`config.mk`:
```
export PLATFORM = sky130hd
export DESIGN_NAME = seq_divider
export DESIGN_NICKNAME = d
export VERILOG_FILES = /design/src/rtl/seq_divider.sv
export SDC_FILE = /design/constraint.sdc
export NUM_CORES = 1
export LEC_CHECK = 0
export BUFFER_PORTS_ARGS = -buffer_cell sky130_fd_sc_hd__buf_2
export CAP_MARGIN = 15
export CORE_MARGIN = 2
export CORE_UTILIZATION = 63
export DETAILED_ROUTE_END_ITERATION = 8
export GPL_TIMING_DRIVEN = 1
export PLACE_DENSITY = 0.85
export SYNTH_ARGS = -nofsm -noshare
export SYNTH_HDL_FRONTEND = slang
export SYNTH_HIERARCHICAL = 1
export SYNTH_SLANG_ARGS = --single-unit
```
`constraint.sdc`:
```
create_clock -name clk -period 6.2 [get_ports clk]
set_input_delay 0.62 -clock clk [delete_from_list [all_inputs] [get_ports clk]]
set_output_delay 0.62 -clock clk [all_outputs]
set_load 0.02 [all_outputs]
```
`src/rtl/seq_divider.sv`:
```
// rtl/seq_divider.sv - multi-cycle restoring divider, one quotient bit per cycle via an addsub trial stage
// Optional two's-complement mode: define SEQ_DIVIDER_SIGNED_EN to add the signed_op input.
`ifndef DEFAULT_WIDTH
`define DEFAULT_WIDTH 8
`endif

module addsub #(
   parameter int w = 9
) (
   input  logic [w-1:0] i_a,
   input  logic [w-1:0] i_b,
   input  logic         i_sub,
   input  logic         i_cin,
   output logic [w-1:0] o_sum,
   output logic         o_cout
);
   logic [w:0] w_res;

   // In subtract mode the carry-out is the borrow of a - b - cin.
   always_comb begin
      if (i_sub) w_res = {1'b0, i_a} - {1'b0, i_b} - {{w{1'b0}}, i_cin};
      else       w_res = {1'b0, i_a} + {1'b0, i_b} + {{w{1'b0}}, i_cin};
   end

   assign o_sum  = w_res[w-1:0];
   assign o_cout = w_res[w];
endmodule

module seq_divider #(
   parameter int n = `DEFAULT_WIDTH
) (
   input  logic         clk,
   input  logic         reset,
   input  logic         start,
`ifdef SEQ_DIVIDER_SIGNED_EN
   input  logic         signed_op,
`endif
   input  logic [n-1:0] dividend,
   input  logic [n-1:0] divisor,
   output logic [n-1:0] quotient,
   output logic [n-1:0] remainder,
   output logic         busy,
   output logic         done,
   output logic         div_by_zero
);
   localparam int CW = $clog2(n);

   typedef enum logic [1:0] {S_IDLE, S_RUN, S_DONE} state_t;

   state_t         r_state, w_next;
   logic [n-1:0]   r_rem, r_q, r_dvs;
   logic [CW-1:0]  r_cnt;
   logic           r_dz, r_neg_q, r_neg_r;

   logic [n:0]     w_t, w_sum;
   logic           w_cout, w_borrow, w_accept;
   logic [n-1:0]   w_rem_nxt, w_q_nxt, w_mag_dvd, w_mag_dvs;
   logic           w_neg_q, w_neg_r;

`ifdef SEQ_DIVIDER_SIGNED_EN
   assign w_mag_dvd = (signed_op && dividend[n-1]) ? -dividend : dividend;
   assign w_mag_dvs = (signed_op && divisor[n-1])  ? -divisor  : divisor;
   assign w_neg_q   = signed_op && (dividend[n-1] ^ divisor[n-1]);
   assign w_neg_r   = signed_op && dividend[n-1];
`else
   assign w_mag_dvd = dividend;
   assign w_mag_dvs = divisor;
   assign w_neg_q   = 1'b0;
   assign w_neg_r   = 1'b0;
`endif

   assign w_t = {r_rem, r_q[n-1]};

   addsub #(.w(n + 1)) u_addsub (
      .i_a    (w_t),
      .i_b    ({1'b0, r_dvs}),
      .i_sub  (1'b1),
      .i_cin  (1'b0),
      .o_sum  (w_sum),
      .o_cout (w_cout)
   );

   // A kept difference is always below the divisor, so sum[n] can only be set alongside a borrow.
   assign w_borrow  = w_cout | w_sum[n];
   assign w_rem_nxt = w_borrow ? w_t[n-1:0] : w_sum[n-1:0];
   assign w_q_nxt   = {r_q[n-2:0], ~w_borrow};
   assign w_accept  = start && (r_state != S_RUN);

   always_comb begin
      w_next = r_state;
      busy   = 1'b0;
      done   = 1'b0;
      case (r_state)
         S_IDLE: if (start) w_next = S_RUN;
         S_RUN: begin
            busy = 1'b1;
            if (r_dz || r_cnt == '0) w_next = S_DONE;
         end
         S_DONE: begin
            done   = 1'b1;
            w_next = start ? S_RUN : S_IDLE;
         end
         default: w_next = S_IDLE;
      endcase
   end

   always_ff @(posedge clk or posedge reset) begin
      if (reset) begin
         r_state     <= S_IDLE;
         r_rem       <= '0;
         r_q         <= '0;
         r_dvs       <= '0;
         r_cnt       <= '0;
         r_dz        <= 1'b0;
         r_neg_q     <= 1'b0;
         r_neg_r     <= 1'b0;
         quotient    <= '0;
         remainder   <= '0;
         div_by_zero <= 1'b0;
      end else begin
         r_state <= w_next;
         if (w_accept) begin
            // On divide-by-zero r_q keeps the raw dividend for the remainder output.
            r_q         <= (divisor == '0) ? dividend : w_mag_dvd;
            r_dvs       <= w_mag_dvs;
            r_rem       <= '0;
            r_cnt       <= CW'(n - 1);
            r_dz        <= (divisor == '0);
            r_neg_q     <= w_neg_q;
            r_neg_r     <= w_neg_r;
            div_by_zero <= 1'b0;
         end else if (r_state == S_RUN) begin
            if (r_dz) begin
               quotient    <= '1;
               remainder   <= r_q;
               div_by_zero <= 1'b1;
            end else begin
               r_rem <= w_rem_nxt;
               r_q   <= w_q_nxt;
               r_cnt <= r_cnt - CW'(1);
               if (r_cnt == '0) begin
                  quotient  <= r_neg_q ? -w_q_nxt : w_q_nxt;
                  remainder <= r_neg_r ? -w_rem_nxt : w_rem_nxt;
               end
            end
         end
      end
   end
endmodule

```
==> metrics.cfg <==
[outcome]
status = finished clean

[setup_path]
rr_worst_depth = 11
slowest_stage = fa_1
cp-endpoint = remainder[2]
end_kind = flip-flop
cp_top_family = adder cells
crit_path_max_fanout = 9
critPathLaunch = r_q[7]
regToRegStartpoint = r_q[7]
crit_chain = inv_1 > fa_1 > fa_1 > a21boi_0 > o22ai_1 > o21ai_0 > xnor2_1 > mux2i_1 > nor2_4 > mux2i_1 > a211oi_1
path_class = reg -> reg
critPathBufInv = 1
reg2reg_slack_ps = 2850
crit_cells = 11
cp.required_ps = 6370
arrival_ps = 3510
startpoint_type = flip-flop
r2r-end = remainder[2]
crit_path_max_incr_delay_ps = 480

[grt]
antenna_found_initial = 0
grt_max_degree = 48
grt_pass1_vias = 2370
grt_pass1_wl_mm = 11.2
grt_use_total_pct = 26.9
grt_remaining_overflow = 0

[synthesis]
yosys_warnings = 6
synthAdderAreaFrac_pct = 12.8
synth-main-ff-cell = dfrtp_1
synthCells = 306
synth-seq-cells = 47
synth_xor_area_share_pct = 4.14
syn_area_per_cell_um2 = 10.4
synth_edf_count = 0
synth-simple-area-share_pct = 11.0
yosysSeqAreaShare_pct = 37.1
synth_compound_area_share_pct = 18.9
synth_top_family_by_area = compound AO/OA/AOI/OAI gates
yosysUniqueCellTypes = 58
synth_area_um2 = 3170
muxShareOfSynthArea_pct = 8.84
async_flop_share_pct = 100

[timing]
period_share_pct = 54.0
hold_violations = 0
finalSetupTns_ps = 0
tightest_slew_ps = 961
fin_skew_ps = 8.49
fin_crit_ps = 3350
maxSlewViolCount = 0
setup_viol = 0
slew_headroom_pct = 35.9
fmax_mhz = 299
grt_setup_unrepaired = no

[layout]
fin_nets = 390
insertedDiodeCount = 0
final_common_cell = dfrtp_1
mostFrequentLayoutCells = 47 x dfrtp_1, 37 x buf_2, 33 x inv_1
fill_cells = 339
final_layout_size_suffix_gt1_share_pct = 21.6
areaGrowthSynthToFinish_pct = 9.98

[clock_network]
clk_latency_ps = 310
numClockSinks = 47
cts_root_buf = clkbuf_8
postCtsSetupBuffers = 0
hold_buffers = 0
cts_tree = built
cts_max_level = 2
clockBufferDepth = 2
cts-resized-gates = 0
path_clk_slew_ps = 90
numCtsBuffers = 5

[route]
drtPass1Iterations = 5
drt_wl_total_mm = 7.05
final_antenna_net_count = 0
dr_total_vias = 2439
drc_errors = 0
wl_per_cell_um = 17.2
via_per_inst = 5.96
first_iter_violations = 174

[floorplan]
coreArea_um2 = 4790
pin_count = 38
rows = 25
die_area_um2 = 5620
die_y_um = 75.0
dieWidth_um = 75.0
initial_utilization_pct = 66.3

[worst_hold_path]
hold_start = quotient[6]
hold_class = reg -> reg

[job]
drv_cap = 0

[placement]
port_buffers = 37
hpwl_mm = 5.35
place.gp.congestion = 0.907

==> state kept, by name, summed over array words and instances, names as in the netlist <==
name         cells
remainder        8
r_dz             1
r_state          2
r_cnt            3
quotient         8
r_rem            8
r_dvs            8
r_q              8
div_by_zero      1
==> routing by layer <==
layer	global-route usage, %	routed length [um]	vias to the layer above
met4	7.74	142	0
met2	44.6	3500	88
met5	0	0	-
met1	35.8	3090	1195
li1	-	-	1140
met3	5.49	321	16
==> worst min-delay path by stage <==
stage / slack, ps / depth (start not counted) / endpoint
finish: 490 / 1 / quotient[6]
global route: 510 / 1 / quotient[2]
CTS: 490 / 1 / quotient[6]
detailed placement: 470 / 1 / quotient[6]
global placement: 470 / 2 / r_cnt[2]
floorplan: 460 / 2 / r_cnt[2]
==> synthesized netlist by cell type (2+ instances only) <==
cell,number,area [um^2]
dfrtp_1,47,1180
inv_1,34,128
ha_1,26,325
mux2i_1,19,190
nor2_1,19,71.3
a21oi_1,18,90.1
xnor2_1,12,105
o21ai_0,11,55.1
nand2_1,9,33.8
a211oi_1,8,60.1
mux2_2,8,90.1
nand3_1,8,40.0
o2bb2ai_2,8,120
buf_2,5,25.0
buf_6,5,56.3
o22a_1,5,43.8
fa_1,4,80.1
nor3_1,4,20.0
nand3b_1,3,22.5
o211ai_1,3,22.5
o21a_1,3,22.5
xor2_1,3,26.3
a31o_2,2,17.5
a32o_1,2,20.0
conb_1,2,7.51
nor2b_1,2,12.5
nor4_1,2,12.5
nor4b_1,2,17.5
o22ai_1,2,12.5
or3_1,2,12.5
==> stage by stage <==
step	hold slack (ps)	util [%]	worst slack (ps)	cells	instance area, um^2
after floorplan	457	-	3260	309	3180
after global placement	468	70.1	3040	401	3360
after detailed placement	472	70.1	2900	401	3360
after CTS	490	72.9	2870	409	3490
after global routing	510	72.9	2600	409	3490
final	489	72.9	2850	409	3490
==> cell families after synthesis <==
family | count (synthesis)
flip-flops | 47
other | 2
AND/OR/NAND/NOR | 63
AO/OA/AOI/OAI | 76
buffers and inverters | 46
XOR/XNOR | 15
multiplexers | 27
adder cells (fa/ha/maj) | 30
==> layout make-up <==
class	instances	area (um^2)	share of cell area, %
inverter	34	128	3.66
clock inverter	2	60.1	1.72
sequential	47	1180	33.7
tap	67	83.8	2.40
clock buffer	6	72.6	2.08
timing repair buffer	37	185	5.31
multi-input combinational	216	1780	51.1
Power is not shown: default switching activity piles up to over one toggle a cycle in this logic, so the estimate is an artifact.
